--- src/rtl/cpu_step_ctrl.sv ---
// Execution controller: synchronises/debounces board inputs and issues cpu_en strobes
// in RUN (slow/fast rate) or single-step mode. Optional macro STEP_AUTOREPEAT_EN.
module cpu_step_ctrl #(
  parameter int unsigned DEBOUNCE_CYCLES = 1000000,
  parameter int unsigned SLOW_DIV        = 250000000,
  parameter int unsigned FAST_DIV        = 62500000,
  parameter int unsigned CNT_W           = 28
) (
  input  logic       clk,
  input  logic       reset,
  input  logic       btn_step,
  input  logic       sw_run,
  input  logic       sw_quick,
  output logic       cpu_en,
  output logic [1:0] mode,
  output logic [7:0] step_count,
  output logic       run_active
);

  localparam int unsigned NIN     = 3;
  localparam int unsigned I_STEP  = 0;
  localparam int unsigned I_RUN   = 1;
  localparam int unsigned I_QUICK = 2;

  localparam logic [CNT_W-1:0] DEB_LAST  = CNT_W'(DEBOUNCE_CYCLES - 1);
  localparam logic [CNT_W-1:0] SLOW_LAST = CNT_W'(SLOW_DIV - 1);
  localparam logic [CNT_W-1:0] FAST_LAST = CNT_W'(FAST_DIV - 1);

  typedef enum logic [1:0] {
    PAUSE = 2'b00,
    RUN   = 2'b01,
    HOLD  = 2'b10
  } state_t;

  logic [NIN-1:0]            raw_c;
  logic [NIN-1:0]            sync1_q, sync2_q;
  logic [NIN-1:0]            deb_q, deb_d;
  logic [NIN-1:0][CNT_W-1:0] deb_cnt_q, deb_cnt_d;
  logic                      step_prev_q;
  logic [1:0]                settle_q, settle_d;
  logic                      armed_q, armed_d;
  state_t                    state_q, state_d;
  logic [CNT_W-1:0]          rate_q, rate_d;
  logic                      cpu_en_q, cpu_en_d;
  logic [7:0]                step_count_q, step_count_d;
  logic                      run_active_q;
  logic                      step_rise_c;
  logic                      quick_chg_c;
  logic [CNT_W-1:0]          div_last_c;
`ifdef STEP_AUTOREPEAT_EN
  logic                      rep_q, rep_d;
`endif

  assign raw_c = {sw_quick, sw_run, btn_step};

  // Per-input debounce: value follows the synchroniser only after a full stable window
  always_comb begin
    deb_d     = deb_q;
    deb_cnt_d = deb_cnt_q;
    for (int i = 0; i < int'(NIN); i++) begin
      if (sync2_q[i] == deb_q[i]) begin
        deb_cnt_d[i] = '0;
      end else if (deb_cnt_q[i] == DEB_LAST) begin
        deb_d[i]     = sync2_q[i];
        deb_cnt_d[i] = '0;
      end else begin
        deb_cnt_d[i] = deb_cnt_q[i] + CNT_W'(1);
      end
    end
  end

  // A button held across reset must be seen released before it can step again
  always_comb begin
    settle_d = (settle_q == 2'd2) ? settle_q : settle_q + 2'd1;
    armed_d  = armed_q | ((settle_q == 2'd2) & ~sync2_q[I_STEP]);
  end

  assign step_rise_c = deb_q[I_STEP] & ~step_prev_q & armed_q;
  assign quick_chg_c = deb_d[I_QUICK] ^ deb_q[I_QUICK];
  assign div_last_c  = deb_q[I_QUICK] ? FAST_LAST : SLOW_LAST;

  always_comb begin
    state_d  = state_q;
    rate_d   = rate_q;
    cpu_en_d = 1'b0;
`ifdef STEP_AUTOREPEAT_EN
    rep_d    = rep_q & (state_q == HOLD);
`endif
    case (state_q)
      PAUSE: begin
        rate_d = '0;
        if (step_rise_c) begin
          cpu_en_d = 1'b1;
          state_d  = HOLD;
        end else if (deb_q[I_RUN]) begin
          state_d = RUN;
        end
      end
      HOLD: begin
        if (!deb_q[I_STEP]) begin
          state_d = deb_q[I_RUN] ? RUN : PAUSE;
          rate_d  = '0;
        end
`ifdef STEP_AUTOREPEAT_EN
        else if (rate_q == (rep_q ? FAST_LAST : SLOW_LAST)) begin
          cpu_en_d = 1'b1;
          rate_d   = '0;
          rep_d    = 1'b1;
        end else begin
          rate_d = rate_q + CNT_W'(1);
        end
`endif
      end
      RUN: begin
        if (!deb_q[I_RUN]) begin
          state_d = PAUSE;
          rate_d  = '0;
        end else if (quick_chg_c) begin
          rate_d = '0;
        end else if (rate_q == div_last_c) begin
          cpu_en_d = 1'b1;
          rate_d   = '0;
        end else begin
          rate_d = rate_q + CNT_W'(1);
        end
      end
      default: begin
        state_d = PAUSE;
        rate_d  = '0;
      end
    endcase
    step_count_d = step_count_q + 8'(cpu_en_d);
  end

  always_ff @(posedge clk or posedge reset) begin
    if (reset) begin
      sync1_q      <= '0;
      sync2_q      <= '0;
      deb_q        <= '0;
      deb_cnt_q    <= '0;
      step_prev_q  <= 1'b0;
      settle_q     <= 2'd0;
      armed_q      <= 1'b0;
      state_q      <= PAUSE;
      rate_q       <= '0;
      cpu_en_q     <= 1'b0;
      step_count_q <= 8'd0;
      run_active_q <= 1'b0;
    end else begin
      sync1_q      <= raw_c;
      sync2_q      <= sync1_q;
      deb_q        <= deb_d;
      deb_cnt_q    <= deb_cnt_d;
      step_prev_q  <= deb_q[I_STEP];
      settle_q     <= settle_d;
      armed_q      <= armed_d;
      state_q      <= state_d;
      rate_q       <= rate_d;
      cpu_en_q     <= cpu_en_d;
      step_count_q <= step_count_d;
      run_active_q <= (state_d == RUN);
    end
  end

`ifdef STEP_AUTOREPEAT_EN
  always_ff @(posedge clk or posedge reset) begin
    if (reset) begin
      rep_q <= 1'b0;
    end else begin
      rep_q <= rep_d;
    end
  end
`endif

  assign cpu_en     = cpu_en_q;
  assign mode       = state_q;
  assign step_count = step_count_q;
  assign run_active = run_active_q;

endmodule

--- config.mk ---
export PLATFORM = sky130hd
export DESIGN_NAME = cpu_step_ctrl
export DESIGN_NICKNAME = d
export VERILOG_FILES = /design/src/rtl/cpu_step_ctrl.sv
export SDC_FILE = /design/constraint.sdc
export NUM_CORES = 1
export LEC_CHECK = 0
export CAP_MARGIN = 10
export CORE_UTILIZATION = 45
export DETAILED_ROUTE_END_ITERATION = 7
export GPL_ROUTABILITY_DRIVEN = 0
export PLACE_DENSITY = 0.64
export SYNTH_ARGS = -nofsm -noshare
export SYNTH_HDL_FRONTEND = slang
export SYNTH_SLANG_ARGS = --single-unit
--- constraint.sdc ---
create_clock -name clk -period 6.6 [get_ports clk]
set_input_delay 0.99 -clock clk [delete_from_list [all_inputs] [get_ports clk]]
set_output_delay 0.99 -clock clk [all_outputs]
set_load 0.02 [all_outputs]
======== Word-level counts from Yosys, hierarchy flattened ========
Index checks and enable logic that the tools add are counted.
W data, S select, Z words.
operators by class
  $add $sub $neg .......................... 6
  $mul .................................... 0
  div/mod/pow operators ................... 0
  order comparisons ....................... 0
  eq/ne operators ......................... 12
  shift operators ......................... 0
  multiplexer cells ....................... 25
  bitwise gates (word level) .............. 9
  reduce and logical (&&, ||, !) cells .... 3
operators by type and width
  operator                 number
  $mux W28                 11
  $add A28 B1 Y28 const B  4
  $eq A28 B20 Y1 const B   3
  $pmux W28 S2             1
  $eq A28 B28 Y1           1
  $add A8 B1 Y8            1
  $mux W2                  4
  $mux W1                  7
  $pmux W2 S3              1
  $eq A2 B1 Y1 const B     2
  $eq A2 B2 Y1 const B     2
  $not A1 Y1               4
  $reduce_and A2 Y1        2
  $and A1 B1 Y1            3
  $eq A1 B1 Y1             3
  $add A2 B1 Y2 const B    1
  $logic_not A2 Y1         1
  $ne A2 B2 Y1 const B     1
  $pmux W1 S2              1
  $or A1 B1 Y1             1
  $xor A1 B1 Y1            1
storage, ports and cells
  register bits ........................... 137
  bits in latches ......................... 0
  memory bits (writable) .................. 0
  memory bits (read-only) ................. 0
  input port bits ......................... 5
  memories kept ........................... 0

======== Logic depth before layout (Yosys ltp) ========
Gate-level depths: netlist of the first run.
  depth in word-level cells ............... 8
  gate-level depth with buffers ........... 11
  gate-level depth less buffers ........... 11

======== Worst setup path before layout of the first run ========
Ideal clock, no wire load.
  kind .................................... register -> register
  start ................................... reg rate_q[0]
  end ..................................... reg step_count_q[6] (netlist: step_count[6])
  data arrival time ....................... 2.374 ns
  required time ........................... 6.471 ns
  path slack .............................. 4.096 ns
  cell stages (with the launch flop) ...... 11
  buffers on the path ..................... 0
  cell sequence ........................... dfrtp_1 > ha_1 > nand4_1 > or4_4 > a2111oi_4 > a21o_1 > ha_1 > ha_1 > and3_1 > nand3_1 > xnor2_1
on the way
  longest elaborated chain between the ends .. 6
RTL lines
  what                    line  source
  from (decl)             43    logic [CNT_W-1:0] rate_q, rate_d;
  from (signal assigned)  158   rate_q <= rate_d;
  $eq A28 B28 Y1          120   end else if (rate_q == div_last_c) begin
  $mux W1                 120
  $mux W1                 118   end else if (quick_chg_c) begin
  $mux W1                 115   if (!deb_q[I_RUN]) begin
  $pmux W1 S2             89    case (state_q)
  net cpu_en_d            44    logic cpu_en_q, cpu_en_d;
  $add A8 B1 Y8           132   step_count_d = step_count_q + 8'(cpu_en_d);
  net step_count_d[6]     45    logic [7:0] step_count_q, step_count_d;
  to (signal assigned)    160   step_count_q <= step_count_d;
  to (decl)               45
The timed path passes the listed nets, and every way through them passes these cells.
A chain may end at the register's enable or synchronous reset.

======== Final worst setup path of the first run ========
  start ................................... reg deb_cnt_q[56] (netlist bit)
  end ..................................... reg step_count_q[6] (netlist: step_count[6])
on the way
  longest elaborated chain between the ends .. 8
RTL lines
  what                    line  source
  from (decl)             38    logic [NIN-1:0][CNT_W-1:0] deb_cnt_q, deb_cnt_d;
  from (signal assigned)  153   deb_cnt_q <= deb_cnt_d;
  $eq A28 B20 Y1          63    end else if (deb_cnt_q[i] == DEB_LAST) begin
  $mux W1                 63
  $mux W1                 61    if (sync2_q[i] == deb_q[i]) begin
  $xor A1 B1 Y1           79    assign quick_chg_c = deb_d[I_QUICK] ^ deb_q[I_QUICK];
  $mux W1                 118
  $mux W1                 115
  $pmux W1 S2             89
  net cpu_en_d            44
  $add A8 B1 Y8           132
  net step_count_d[6]     45
The timed path passes the listed nets, and every way through them passes these cells.

==> impl_metrics.env, run 1 <==
export IMPL_synth_cell_types=49
export IMPL_fin_setup_tns_ns=0
export IMPL_placed_cells=872
export IMPL_maxCapViolations=0
export IMPL_cts_root_buf="clkbuf_16"
export IMPL_final_util_pct=53.30
export IMPL_intPower_mw=1.631
export IMPL_worst_setup_path_type="flop to flop"
export IMPL_worst_path_max_fanout=4
export IMPL_worstHoldPathType="flop to flop"
export IMPL_drtIter0Drc=304
export IMPL_synthDominantCellAreaShare_pct=51.15
export IMPL_endpoint_kind="flop"
export IMPL_powerDensity_nw_per_um2=259.8
export IMPL_p_sw_uw=381.3
export IMPL_yosysTopAreaCell="dfrtp_1"
export IMPL_finalWirelength_um=12770
export IMPL_die_w_um=124.0
export IMPL_synth_seq_area_share_pct=51.15
export IMPL_port_buffers=16
export IMPL_final_min_clock_period_ns=2.799
export IMPL_grtUsageTotal_pct=18.67
export IMPL_syn_area_per_cell_um2=9.742
export IMPL_synthCells=688
export IMPL_synth_edf_count=0
export IMPL_syn_num_nets=700
export IMPL_cts_setup_buffers=0
export IMPL_antenna_found_initial=0
export IMPL_clock_skew_ns=0.008869
export IMPL_grt_overflow=0
export IMPL_worstSetupStartpointType="flop"
export IMPL_required_ns=6.93
export IMPL_cts_buffers=17
export IMPL_fin_cells=903
export IMPL_grt_max_degree=71
export IMPL_core_um2=14530
export IMPL_yosys_top_cells_area="dfrtp_1, nor2_1, xor2_1"
export IMPL_dieArea_um2=15390
export IMPL_io_pins=17
export IMPL_die_height_um=124.0
export IMPL_finalPower_mw=2.013
export IMPL_diodes=0
export IMPL_ant_nets=0
export IMPL_drv_slew=0
export IMPL_clockPowerShare_pct=55.8
export IMPL_area_growth_pct=15.57
export IMPL_synth_area_um2=6703
export IMPL_postSynth_asyncResetShare_pct=100.0
export IMPL_synth_ff_type="dfrtp_1"
export IMPL_fin_nets=719
export IMPL_start_util_pct=46.12
export IMPL_cts_sinks=137
export IMPL_worst_slew_pin_slew_ns=0.9598
export IMPL_finalHoldViolCount=0
export IMPL_vias_per_cell=5.499
export IMPL_cts_tree="yes"
export IMPL_place_hpwl_um=8389
export IMPL_drc=0
export IMPL_leakage_nw=3.388
export IMPL_grt_pass1_vias=4852
export IMPL_rows=44
export IMPL_status="finished, final reports clean"
export IMPL_wire_per_inst_um=14.15
export IMPL_max_freq_mhz=357.2
export IMPL_drive_above_1_share_pct=6.120
export IMPL_cts_resized=0
export IMPL_slew_headroom_pct=36.01
export IMPL_clk_pin_slew_ns=0.06
export IMPL_postCtsHoldBufs=0
export IMPL_seqPwrFrac_pct=42.3
export IMPL_finalCritPeriodShare_pct=42.41
export IMPL_clk_latency_ns=0.42
export IMPL_ys_warn_count=0
export IMPL_irDropWorstVdd_mv=0.1842
export IMPL_vias=4966
export IMPL_htree_num_levels=4
export IMPL_dr_pass1_iters=4
export IMPL_pwr_share_comb_pct=1.9
export IMPL_final_setup_viol_count=0
export IMPL_rsz0062_at_grt="no"
export IMPL_cts_path_max_buffers=2
export IMPL_fillers=1279
export IMPL_switching_share_pct=18.95
export IMPL_synth_seq_cells=137
export IMPL_crit_arrival_ns=3.13
export IMPL_grt_pass1_wl_um=22360
## cells in the mapped netlist (2+ instances only)
master,number
and3_1,23
a21oi_1,14
nand2_1,55
o21ai_0,9
a21o_1,8
o311ai_1,3
nand2b_1,5
nor4_1,10
inv_1,18
nor4b_1,7
buf_6,2
nor2_1,121
or4_1,3
dfrtp_1,137
clkbuf_1,12
nand4b_1,2
or3_1,6
nor3_1,13
mux2_2,2
and2_1,5
a221o_1,8
mux2i_1,2
o21ai_1,6
nand4_1,25
nor4bb_1,2
o211a_1,2
xnor2_1,34
and4_1,9
a22o_1,8
nand3_1,55
xor2_1,50
buf_2,5
ha_1,7
or2_1,5
## worst paths after layout
kind                                from            end  slack, ns  depth (start not counted)
setup / recovery           deb_cnt_q[56]  step_count[6]       3.80                         11
hold / removal                sync1_q[0]     sync2_q[0]       0.35                          0
setup reg to reg           deb_cnt_q[56]  step_count[6]       3.80                         11
hold reg to reg               sync1_q[0]     sync2_q[0]       0.35                          0
max in group asynchronous          reset     rate_q[25]       4.26                          3
min in group asynchronous          reset  deb_cnt_q[49]       1.03                          2
## cells in the final DEF, fill, tap and decap left out, types with 3 or more instances in the layout
cell type,n
nand2b_1,5
and4_1,9
nand3_1,55
or3_1,6
nor2_1,121
clkbuf_8,3
nand4_1,25
xor2_1,50
clkinv_4,3
dfrtp_1,137
or4_1,3
nor4_1,10
a21o_1,8
xnor2_1,34
nand2_1,55
o21ai_1,6
a221o_1,8
bufinv_16,7
buf_4,4
o311ai_1,3
or2_1,5
clkbuf_16,17
and3_1,23
nor4b_1,7
o21ai_0,9
and2_1,5
ha_1,7
a21oi_1,14
clkdlybuf4s50_1,16
nor3_1,13
a22o_1,8
inv_1,17
## routing by layer
layer	vias up	global-route usage, %	routed length [um]
li1	2439	-	-
met1	2427	24.00	6152
met2	86	29.87	6002
met3	14	4.762	431
met4	0	7.813	187
met5	-	0	0
## final cells by class
type | count | area, um2 | area share [%]
Tap cell | 184 | 230.2 | 2.972
Sequential cell | 137 | 3428 | 44.26
Timing Repair Buffer | 20 | 190.2 | 2.455
Clock buffer | 20 | 466.7 | 6.025
Multi-Input combinational cell | 513 | 3117 | 40.24
Inverter | 18 | 72.57 | 0.9368
Clock inverter | 11 | 241.5 | 3.117
## through the flow
stage | worst slack [ns] | instance area (um2) | hold WS [ns]
floorplan | 1.942 | 6703 | 0.3312
global route | 3.461 | 7746 | 0.3596
global placement | 3.750 | 7038 | 0.3366
detailed placement | 3.717 | 7038 | 0.3347
CTS | 3.793 | 7746 | 0.3477
finish | 3.801 | 7746 | 0.3467
## cells by family (layout without fill, tap and decap cells)
family	Yosys count	after routing	share of synthesized area [%]
AO/OA/AOI/OAI	65	65	7.187
XOR/XNOR	84	84	10.98
adder cells (fa/ha/maj)	7	7	1.307
buffers and inverters	38	69	2.464
flip-flops	137	137	51.15
multiplexers	5	5	0.8027
AND/OR/NAND/NOR	352	352	26.12
## critical path, stage by stage, from the launching register on
cell	delay, ns
dfrtp_1	0.38
ha_1	0.23
nand4_1	0.12
or2_1	0.27
nor3_1	0.50
a21oi_1	0.19
a21o_1	0.22
ha_1	0.20
ha_1	0.20
and3_1	0.20
nand3_1	0.10
xnor2_1	0.12
## power groups by stage
stage | clock network (mW) | logic [mW] | registers (mW)
final | 1.12 | 0.0379 | 0.852
after global routing | 1.18 | 0.0457 | 0.853
after CTS | 1.15 | 0.0399 | 0.852
after detailed placement | 0 | 0.0398 | 0.867
after global placement | 0 | 0.0386 | 0.867
after floorplan | 0 | 0.0284 | 0.866
## flip-flops by register name, summed over array words and instances (netlist names)
| name | flops |
|---|---|
| deb_cnt_q | 84 |
| rate_q | 28 |
| step_count | 8 |
| deb_q | 3 |
| sync1_q | 3 |
| sync2_q | 3 |
| mode | 2 |
| settle_q | 2 |
| armed_q | 1 |
| cpu_en | 1 |
| run_active | 1 |
| step_prev_q | 1 |
No activity file was read; power rests on OpenSTA's default activity.
==> run 2, diff against run 1 <==
==> constraint.sdc (replaced) <==
create_clock -name clk -period 2.7 [get_ports clk]
set_input_delay 0.405 -clock clk [delete_from_list [all_inputs] [get_ports clk]]
set_output_delay 0.405 -clock clk [all_outputs]
set_load 0.02 [all_outputs]
==> impl_metrics.env, run 2 (same netlist as run 1, synthesis figures left out) <==
export IMPL_maxCapViolations=0
export IMPL_port_buffers=16
export IMPL_finalPower_mw=4.619
export IMPL_drv_slew=0
export IMPL_cts_root_buf="clkbuf_16"
export IMPL_final_util_pct=54.55
export IMPL_crit_path_cell_trace="ha_2 -> nand4_1 -> or4_4 -> a2111oi_4 -> a21o_1 -> ha_4 -> ha_4 -> and3_4 -> nand3_2 -> xnor2_1"
export IMPL_ant_nets=0
export IMPL_preCtsSetupSlack_ns=0.02193
export IMPL_drive_above_1_share_pct=10.08
export IMPL_fillers=1288
export IMPL_finalWirelength_um=13620
export IMPL_leakage_nw=3.464
export IMPL_top_register="deb_cnt_q"
export IMPL_worst_slew_pin_slew_ns=0.6682
export IMPL_final_setup_viol_count=0
export IMPL_worstHoldPathType="input port to asynchronous set/reset pin"
export IMPL_powerDensity_nw_per_um2=582.5
export IMPL_final_min_clock_period_ns=2.650
export IMPL_crit_arrival_ns=2.96
export IMPL_cts_buffers=17
export IMPL_regArea_um2=3428
export IMPL_grt_overflow=0
export IMPL_endpoint_kind="flop"
export IMPL_slew_headroom_pct=55.11
export IMPL_worst_path_max_fanout=2
export IMPL_vias=5101
export IMPL_critPathSlowestCell="or4_4"
export IMPL_rsz0062_at_grt="yes"
export IMPL_core_um2=14530
export IMPL_io_pins=17
export IMPL_worst_setup_path_type="flop to flop"
export IMPL_grt_max_degree=70
export IMPL_grt_pass1_wl_um=22980
export IMPL_htree_num_levels=4
export IMPL_wire_per_inst_um=14.68
export IMPL_worstSetupStartpointType="flop"
export IMPL_setup_ws_ns=0.04975
export IMPL_pwr_share_comb_pct=2.2
export IMPL_rows=44
export IMPL_whs_ns=0.3493
export IMPL_multi_input_area_um2=3167
export IMPL_irDropWorstVdd_mv=0.4982
export IMPL_clock_skew_ns=0.01022
export IMPL_layout_cells_most_common="dfrtp_1"
export IMPL_slowest_delay_ns=0.57
export IMPL_final_cell_mix="dfrtp_1, nor2_1, nand2_1"
export IMPL_die_w_um=124.0
export IMPL_drc=0
export IMPL_cp_common_cell="ha_4"
export IMPL_antenna_found_initial=0
export IMPL_place_hpwl_um=8786
export IMPL_die_height_um=124.0
export IMPL_clk_latency_ns=0.43
export IMPL_finalHoldViolCount=0
export IMPL_largest_reg_flops=84
export IMPL_critical_path_buf_inv_count=0
export IMPL_dieArea_um2=15390
export IMPL_postCtsHoldBufs=0
export IMPL_dr_pass1_iters=5
export IMPL_finalCritPeriodShare_pct=98.16
export IMPL_start_util_pct=46.12
export IMPL_grt_pass1_vias=4840
export IMPL_critPathTopFamily="simple AND/OR/NAND/NOR gates"
export IMPL_vias_per_cell=5.497
export IMPL_clockPowerShare_pct=52.7
export IMPL_fin_setup_tns_ns=0
export IMPL_seqPwrFrac_pct=45.1
export IMPL_diodes=0
export IMPL_max_freq_mhz=377.3
export IMPL_p_sw_uw=961.6
export IMPL_fin_nets=743
export IMPL_clk_pin_slew_ns=0.06
export IMPL_drtIter0Drc=309
export IMPL_required_ns=3.01
export IMPL_status="finished, final reports clean"
export IMPL_cts_tree="yes"
export IMPL_grtUsageTotal_pct=19.43
export IMPL_cts_sinks=137
export IMPL_intPower_mw=3.657
export IMPL_switching_share_pct=20.82
export IMPL_cts_path_max_buffers=2
export IMPL_area_growth_pct=18.29
==> run 2: changes by cell type in the layout (fill, tap and decap cells not counted), sizes merged <==
| cell | previous run | this run |
|---|---|---|
| buf | 4 | 27 |
| inv | 18 | 17 |
| clkinvlp | 0 | 4 |
| bufinv | 7 | 4 |
| clkinv | 4 | 6 |
==> run 2: path summary, 6_finish.rpt <==
path,slack [ns],end,cells after the start,start
hold reg to reg,0.36,sync2_q[1],0,sync1_q[1]
hold / removal,0.35,deb_cnt_q[41],2,reset
setup / recovery,0.05,step_count[6],10,rate_q[1]
min in group clk,0.36,sync2_q[1],0,sync1_q[1]
max in group asynchronous,1.66,deb_cnt_q[79],3,reset
setup reg to reg,0.05,step_count[6],10,rate_q[1]
==> run 2: power groups by stage <==
| stage | registers, mW | logic (mW) | clock network [mW] |
|---|---|---|---|
| 2_1_floorplan | 2.12 | 0.0698 | 0 |
| 4_1_cts | 2.08 | 0.108 | 2.48 |
| 5_1_grt | 2.08 | 0.119 | 2.58 |
| 6_report | 2.08 | 0.103 | 2.43 |
| 3_3_place_gp | 2.12 | 0.104 | 0 |
| 3_5_place_dp | 2.12 | 0.106 | 0 |
==> run 2: stage by stage <==
| stage | std cells | area, um2 |
|---|---|---|
| after floorplan | 688 | 6706 |
| after global placement | 893 | 7207 |
| after detailed placement | 893 | 7207 |
| after CTS | 925 | 7826 |
| after global routing | 928 | 7929 |
| final | 928 | 7929 |
==> run 2: repair_timing <==
item,in CTS,in global routing
setup endpoints to repair,0,13
buffers inserted,0,2
gates resized for setup,0,13
==> run 2: layout make-up <==
type / count / area share (%)
Inverter: 18 / 0.8995
Clock buffer: 19 / 5.586
Multi-Input combinational cell: 513 / 39.94
Clock inverter: 13 / 2.225
Timing Repair Buffer: 44 / 5.208
Tap cell: 184 / 2.904
Sequential cell: 137 / 43.24
==> run 2: layer usage <==
layer,part of all wire (%),up-vias,GRT usage (%)
met5,0,-,0
met4,1.6,0,8.780
met3,3.2,15,4.716
met2,47,80,29.42
met1,48,2516,26.29
li1,-,2490,-
